==> src/rtl/lsu_access_seq_if.sv <==
// Bundles the MEM-stage request and the word-wide lsu bus that the access sequencer sits between.
// The master is the surrounding environment (pipeline plus lsu) and the slave is the sequencer.
interface lsu_access_seq_if;
    logic        i_req_valid;
    logic        i_req_we;
    logic [2:0]  i_req_op;
    logic [31:0] i_req_addr;
    logic [31:0] i_req_wdata;
    logic        o_stall;
    logic        o_ld_valid;
    logic [31:0] o_ld_data;
    logic        o_misalign;
    logic [31:0] o_lsu_addr;
    logic [2:0]  o_lsu_op;
    logic        o_lsu_wren;
    logic [31:0] o_st_data;
    logic [31:0] i_ld_data;

    modport master (
        output i_req_valid, i_req_we, i_req_op, i_req_addr, i_req_wdata, i_ld_data,
        input  o_stall, o_ld_valid, o_ld_data, o_misalign,
               o_lsu_addr, o_lsu_op, o_lsu_wren, o_st_data
    );

    modport slave (
        input  i_req_valid, i_req_we, i_req_op, i_req_addr, i_req_wdata, i_ld_data,
        output o_stall, o_ld_valid, o_ld_data, o_misalign,
               o_lsu_addr, o_lsu_op, o_lsu_wren, o_st_data
    );
endinterface

==> src/rtl/lsu_access_seq.sv <==
// Turns RISC-V byte/half/word loads and stores into word-aligned accesses on a memory with a
// one-cycle synchronous read: loads take a wait cycle, sub-word stores become read-modify-write.
module lsu_access_seq #(
    parameter bit MISALIGN_TRAP = 1'b1
) (
    input  logic               i_clk,
    input  logic               i_rst,
    lsu_access_seq_if.slave    bus
);

    typedef enum logic [1:0] {
        IDLE     = 2'd0,
        LD_WAIT  = 2'd1,
        ST_MERGE = 2'd2
    } state_t;

    state_t      state, state_nxt;

    logic        req_byte, req_half, req_word;
    logic        req_mis, req_trap, req_go;
    logic [1:0]  req_lane;

    logic [29:0] addr_p1;
    logic [1:0]  lane_p1;
    logic [2:0]  op_p1;
    logic [31:0] wdata_p1;

    // Lane extraction with sign or zero extension; undefined sizes behave as a word.
    function automatic logic [31:0] ld_extract(
        input logic [31:0] word,
        input logic [1:0]  lane,
        input logic [2:0]  op
    );
        logic signed [7:0]  b;
        logic signed [15:0] h;
        logic [31:0]        r;
        b = word[{lane, 3'b000} +: 8];
        h = word[{lane[1], 4'b0000} +: 16];
        case (op[1:0])
            2'b00:   r = op[2] ? {24'd0, b} : 32'(b);
            2'b01:   r = op[2] ? {16'd0, h} : 32'(h);
            default: r = word;
        endcase
        return r;
    endfunction

    function automatic logic [31:0] st_merge(
        input logic [31:0] word,
        input logic [1:0]  lane,
        input logic        is_byte,
        input logic [15:0] wdata
    );
        logic [31:0] r;
        r = word;
        if (is_byte)
            r[{lane, 3'b000} +: 8] = wdata[7:0];
        else
            r[{lane[1], 4'b0000} +: 16] = wdata;
        return r;
    endfunction

    // Request decode, only meaningful while IDLE.
    always_comb begin
        req_byte = (bus.i_req_op[1:0] == 2'b00);
        req_half = (bus.i_req_op[1:0] == 2'b01);
        req_word = !req_byte && !req_half;
        req_mis  = (req_half && bus.i_req_addr[0]) ||
                   (req_word && (bus.i_req_addr[1:0] != 2'b00));
        req_trap = req_mis && MISALIGN_TRAP;
        req_go   = (state == IDLE) && bus.i_req_valid && !req_trap;
        // Without trapping, the offending low bits are simply cleared.
        if (req_word)
            req_lane = 2'b00;
        else if (req_half)
            req_lane = {bus.i_req_addr[1], 1'b0};
        else
            req_lane = bus.i_req_addr[1:0];
    end

    always_ff @(posedge i_clk or posedge i_rst) begin
        if (i_rst)
            state <= IDLE;
        else
            state <= state_nxt;
    end

    // Capture stage: request copy used by LD_WAIT / ST_MERGE.
    always_ff @(posedge i_clk) begin
        if (req_go) begin
            addr_p1  <= bus.i_req_addr[31:2];
            lane_p1  <= req_lane;
            op_p1    <= bus.i_req_op;
            wdata_p1 <= bus.i_req_wdata;
        end
    end

    assign bus.o_lsu_op = 3'b010;

    // Reset gates every strobe so the outputs show their reset values immediately.
    always_comb begin
        state_nxt      = state;
        bus.o_stall    = 1'b0;
        bus.o_ld_valid = 1'b0;
        bus.o_ld_data  = 32'd0;
        bus.o_misalign = 1'b0;
        bus.o_lsu_addr = 32'd0;
        bus.o_lsu_wren = 1'b0;
        bus.o_st_data  = 32'd0;
        if (!i_rst) begin
            case (state)
                IDLE: begin
                    if (bus.i_req_valid) begin
                        if (req_trap) begin
                            bus.o_misalign = 1'b1;
                        end else begin
                            bus.o_lsu_addr = {bus.i_req_addr[31:2], 2'b00};
                            if (!bus.i_req_we) begin
                                bus.o_stall = 1'b1;
                                state_nxt   = LD_WAIT;
                            end else if (req_word) begin
                                bus.o_lsu_wren = 1'b1;
                                bus.o_st_data  = bus.i_req_wdata;
                            end else begin
                                bus.o_stall = 1'b1;
                                state_nxt   = ST_MERGE;
                            end
                        end
                    end
                end
                LD_WAIT: begin
                    bus.o_lsu_addr = {addr_p1, 2'b00};
                    bus.o_ld_valid = 1'b1;
                    bus.o_ld_data  = ld_extract(bus.i_ld_data, lane_p1, op_p1);
                    state_nxt      = IDLE;
                end
                ST_MERGE: begin
                    bus.o_lsu_addr = {addr_p1, 2'b00};
                    bus.o_lsu_wren = 1'b1;
                    bus.o_st_data  = st_merge(bus.i_ld_data, lane_p1,
                                              (op_p1[1:0] == 2'b00), wdata_p1[15:0]);
                    state_nxt      = IDLE;
                end
                default: state_nxt = IDLE;
            endcase
        end
    end

endmodule

==> src/flat_wrapper.sv <==
// flat-port wrapper written by rule: the top's interface ports become plain ports
module lsu_access_seq_flat 
#(
    parameter bit MISALIGN_TRAP = 1'b1
)
  (i_clk, i_rst, bus_i_req_valid, bus_i_req_we, bus_i_req_op, bus_i_req_addr, bus_i_req_wdata, bus_i_ld_data, bus_o_stall, bus_o_ld_valid, bus_o_ld_data, bus_o_misalign, bus_o_lsu_addr, bus_o_lsu_op, bus_o_lsu_wren, bus_o_st_data);
  lsu_access_seq_if bus_i ();
  input  logic i_clk;
  input  logic i_rst;
  input wire logic [$bits(bus_i.i_req_valid)-1:0] bus_i_req_valid;
  input wire logic [$bits(bus_i.i_req_we)-1:0] bus_i_req_we;
  input wire logic [$bits(bus_i.i_req_op)-1:0] bus_i_req_op;
  input wire logic [$bits(bus_i.i_req_addr)-1:0] bus_i_req_addr;
  input wire logic [$bits(bus_i.i_req_wdata)-1:0] bus_i_req_wdata;
  input wire logic [$bits(bus_i.i_ld_data)-1:0] bus_i_ld_data;
  output wire logic [$bits(bus_i.o_stall)-1:0] bus_o_stall;
  output wire logic [$bits(bus_i.o_ld_valid)-1:0] bus_o_ld_valid;
  output wire logic [$bits(bus_i.o_ld_data)-1:0] bus_o_ld_data;
  output wire logic [$bits(bus_i.o_misalign)-1:0] bus_o_misalign;
  output wire logic [$bits(bus_i.o_lsu_addr)-1:0] bus_o_lsu_addr;
  output wire logic [$bits(bus_i.o_lsu_op)-1:0] bus_o_lsu_op;
  output wire logic [$bits(bus_i.o_lsu_wren)-1:0] bus_o_lsu_wren;
  output wire logic [$bits(bus_i.o_st_data)-1:0] bus_o_st_data;
  assign bus_i.i_req_valid = bus_i_req_valid;
  assign bus_i.i_req_we = bus_i_req_we;
  assign bus_i.i_req_op = bus_i_req_op;
  assign bus_i.i_req_addr = bus_i_req_addr;
  assign bus_i.i_req_wdata = bus_i_req_wdata;
  assign bus_i.i_ld_data = bus_i_ld_data;
  assign bus_o_stall = bus_i.o_stall;
  assign bus_o_ld_valid = bus_i.o_ld_valid;
  assign bus_o_ld_data = bus_i.o_ld_data;
  assign bus_o_misalign = bus_i.o_misalign;
  assign bus_o_lsu_addr = bus_i.o_lsu_addr;
  assign bus_o_lsu_op = bus_i.o_lsu_op;
  assign bus_o_lsu_wren = bus_i.o_lsu_wren;
  assign bus_o_st_data = bus_i.o_st_data;
  lsu_access_seq #(.MISALIGN_TRAP(MISALIGN_TRAP)) u_core (.i_clk(i_clk), .i_rst(i_rst), .bus(bus_i));
endmodule
==> config.mk <==
export PLATFORM = sky130hd
export DESIGN_NAME = lsu_access_seq_flat
export DESIGN_NICKNAME = d
export VERILOG_FILES = /design/src/rtl/lsu_access_seq_if.sv /design/src/rtl/lsu_access_seq.sv /design/src/flat_wrapper.sv
export SDC_FILE = /design/constraint.sdc
export NUM_CORES = 1
export LEC_CHECK = 0
export BUFFER_PORTS_ARGS = -buffer_cell sky130_fd_sc_hd__buf_2
export CAP_MARGIN = 20
export CELL_PAD_IN_SITES_DETAIL_PLACEMENT = 1
export CELL_PAD_IN_SITES_GLOBAL_PLACEMENT = 2
export CORE_ASPECT_RATIO = 0.7
export CORE_MARGIN = 1
export CORE_UTILIZATION = 24
export DETAILED_ROUTE_END_ITERATION = 8
export PLACE_DENSITY = 0.77
export REMOVE_ABC_BUFFERS = 1
export SETUP_SLACK_MARGIN = 0.1
export SYNTH_ARGS = -nofsm -noshare
export SYNTH_HDL_FRONTEND = slang
export SYNTH_SLANG_ARGS = --single-unit
==> constraint.sdc <==
create_clock -name i_clk -period 2.9 [get_ports i_clk]
set_clock_uncertainty 0.1 [all_clocks]
set_input_delay 0.29 -clock i_clk [delete_from_list [all_inputs] [get_ports i_clk]]
set_output_delay 0.29 -clock i_clk [all_outputs]
set_load 0.1 [all_outputs]
==> results.py <==
metrics = {
    "floorplan": {
        "io-pin-count": 206,
        "die_h_um": 109,
        "rows": 38,
        "dieWidth_um": 156,
        "start_util": 0.251,
        "core_area_sq_um": 15800,
        "dieArea_sq_um": 17000,
    },
    "critical_path": {
        "path_cells": "buf_12 -> mux2i_1 -> nor4_1 -> nor3_2 -> buf_4 -> a22oi_1 -> buf_4",
        "crit_path_frequent_cell": "buf_4",
        "endpoint_kind": "output port",
        "critical-path-slowest-cell": "edfxtp_1",
        "cp_top_family": "buffers and inverters",
        "path_max_fanout": 25,
        "cpPeakStageDelay_ns": 0.45,
        "worstPathRequired_ns": 2.51,
        "worstPathArrival_ns": 2.45,
        "reg2reg_depth": 5,
        "cp.buffers_inverters": 3,
        "r2r_end": "u_core.addr_p1[22]",
        "startpoint_type": "register",
        "rrSetupSlack_ns": 0.74,
        "crit_cells": 7,
        "worstSetupPathType": "register to output port",
        "r2r-start": "u_core.state[0]",
    },
    "power": {
        "ir_worst_vdd_mv": 0.234,
        "power_mw": 4.35,
        "p_leak_nw": 2.95,
        "powerDensity_nw_per_um2": 615,
    },
    "placed_design": {
        "portBuffers": 200,
        "gp_congestion": 0.898,
        "placed_area_sq_um": 6630,
        "hpwlAfterDp_mm": 14.2,
    },
    "synthesis": {
        "synthCells": 386,
        "ys_seq_area_frac": 0.399,
        "synth_seq_cells": 53,
        "synth-async-reset-ratio": 0.0377,
        "ys_warn_count": 0,
        "synth_cell_type_count": 49,
        "ys.flop_type": "edfxtp_1",
        "synth_area_sq_um": 3960,
        "yosys.area.top_type": "edfxtp_1",
        "avgSynthCellArea_sq_um": 10.3,
        "netlist.area_leader.share": 0.387,
        "synth_edf_count": 51,
        "synth_area_leaders": "edfxtp_1 (39%), a22o_1 (6.6%), mux2_2 (4.8%), o21ai_0 (4.8%), a221o_1 (4.0%)",
    },
    "clock_network": {
        "clk_latency_ns": 0.30,
        "cts_made_buffers": 5,
        "cts-root-buf": "clkbuf_16",
        "cts_buffer_depth": 2,
        "cts_max_level": 2,
        "path_clk_slew_ns": 0.08,
        "cts_tree": "yes",
        "cts_sinks": 53,
    },
    "min_path": {
        "worstHoldEndpoint": "u_core.op_p1[2]",
        "hold_class": "primary input to register",
        "hold_path_depth": 1,
        "hold_start": "bus_i_req_op[2]",
    },
    "layout": {
        "final_nets": 722,
        "layout.cells.most_common": "buf_2",
        "most-common-layout-cells": "buf_2 (106), buf_12 (90), edfxtp_1 (51), buf_4 (49), a22o_1 (30)",
        "final_area_sq_um": 7080,
        "area_growth_pct": 78.8,
        "drive_above_1_share": 0.494,
        "utilization": 0.448,
        "fill_cells": 1745,
    },
    "sta": {
        "rsz0062_at_grt": "yes",
        "min_period_ns": 2.84,
        "hold_viol": 0,
        "finalSetupViolCount": 0,
        "tns_ns": 0,
        "tightestPinTransition_ns": 0.752,
        "fmax_mhz": 353,
        "slew_headroom": 0.498,
        "drv_slew": 0,
        "timing.final.crit_share": 0.978,
    },
    "routing": {
        "via_count": 4388,
        "ant_nets": 0,
        "drt-total-wl_mm": 19.0,
        "drtPass1Iterations": 5,
        "wl_per_cell_um": 22.9,
        "via_per_inst": 5.27,
        "drc_errors": 0,
        "initialDrtViolationCount": 283,
    },
    "global_routing": {
        "grt_use_met1": 0.284,
        "grt_use_met3": 0.0418,
        "grt_first_pass_wirelength_mm": 27.8,
        "grt_antenna_before_repair": 2,
        "grt_max_degree": 52,
        "met2_usage": 0.367,
        "grt_use_total": 0.218,
        "overflow": 0,
        "grt-busiest-layer": "met2",
        "grt_pass1_vias": 4596,
    },
    "status": {
        "outcome": "finished clean",
    },
    "job": {
        "maxCapViolCount": 0,
    },
}
[worst register-to-register path, stage by stage, from the launching register on]
cell and delay [ns]:
dfrtp_1 0.41, inv_1 0.12, ha_1 0.21, and2_1 0.17
o21a_2 0.16, buf_4 0.60
[state kept, by name, indices dropped and copies added (netlist names)]
| signal | flops |
|---|---|
| u_core.state | 2 |
| u_core.wdata_p1 | 16 |
| u_core.addr_p1 | 30 |
| u_core.op_p1 | 3 |
| u_core.lane_p1 | 2 |
[kinds of logic after synthesis]
logic type,share of synthesized area
flip-flops,0.399
AO/OA/AOI/OAI,0.291
other,0.00190
multiplexers,0.0983
adder cells (fa/ha/maj),0.0284
buffers and inverters,0.0540
AND/OR/NAND/NOR,0.127
[power breakdown]
group / internal, mW / switching, mW / total (mW)
Clock: 0.323 / 0.311 / 0.635
Sequential: 0.943 / 0.0468 / 0.989
Combinational: 0.910 / 1.82 / 2.73
[metal layers]
| layer | routed length, um | vias up | part of all wire |
|---|---|---|---|
| li1 | - | 1974 | - |
| met1 | 8350 | 2196 | 0.44 |
| met2 | 9190 | 193 | 0.48 |
| met3 | 1170 | 25 | 0.062 |
| met4 | 322 | 0 | 0.017 |
| met5 | 0 | - | 0 |
[timing repair]
action / in CTS / in global routing
setup endpoints to repair: 60 / 92
gates cloned: 0 / 0
pin swaps: 0 / 8
buffers inserted: 3 / 15
hold buffers: 1 / 0
resized for setup: 32 / 22
endpoints found under the hold margin: 2 / 0
[Yosys cell counts, drive strengths merged (3+ instances only)]
master	number
a2111oi	7
a21o	16
a21oi	7
a221o	16
a221oi	16
a22o	30
a22oi	7
and2	18
buf	19
clkbuf	17
edfxtp	51
ha	9
inv	9
mux2	17
mux2i	4
mux4	7
nand2	26
nor2	19
nor2b	11
nor3	4
nor3b	3
nor4	5
o21ai	40
o22ai	8
[through the flow]
stage | cells | worst slack [ns] | hold WS (ns)
4_1_cts | 816 | 0.0884 | 0.0611
5_1_grt | 832 | -0.0287 | 0.0569
3_5_place_dp | 804 | -0.0315 | 0.146
3_3_place_gp | 804 | 0.0457 | 0.126
6_report | 833 | 0.0631 | 0.0658
2_1_floorplan | 353 | -3.61 | -0.0607
[layout make-up]
cell class | instances | area [sq um] | area share
clock buffer | 5 | 125 | 0.0177
inverter | 10 | 37.5 | 0.00530
tap | 220 | 275 | 0.0389
sequential | 53 | 1580 | 0.223
multi-input combinational | 290 | 2270 | 0.321
timing repair buffer | 250 | 2760 | 0.390
antenna | 2 | 5.00 | 0.000707
clock inverter | 3 | 21.3 | 0.00301
[how the worst max path moves through the flow]
stage / startpoint / endpoint / slack [ns]
final: u_core.lane_p1[1] / bus_o_ld_data[13] / 0.06
after global routing: u_core.lane_p1[1] / bus_o_ld_data[13] / -0.03
after CTS: u_core.lane_p1[1] / bus_o_ld_data[13] / 0.09
after detailed placement: u_core.lane_p1[1] / bus_o_ld_data[13] / -0.03
after global placement: u_core.lane_p1[1] / bus_o_ld_data[13] / 0.05
after floorplan: u_core.lane_p1[1] / bus_o_ld_data[0] / -3.61
(Power assumes the default switching activity.)
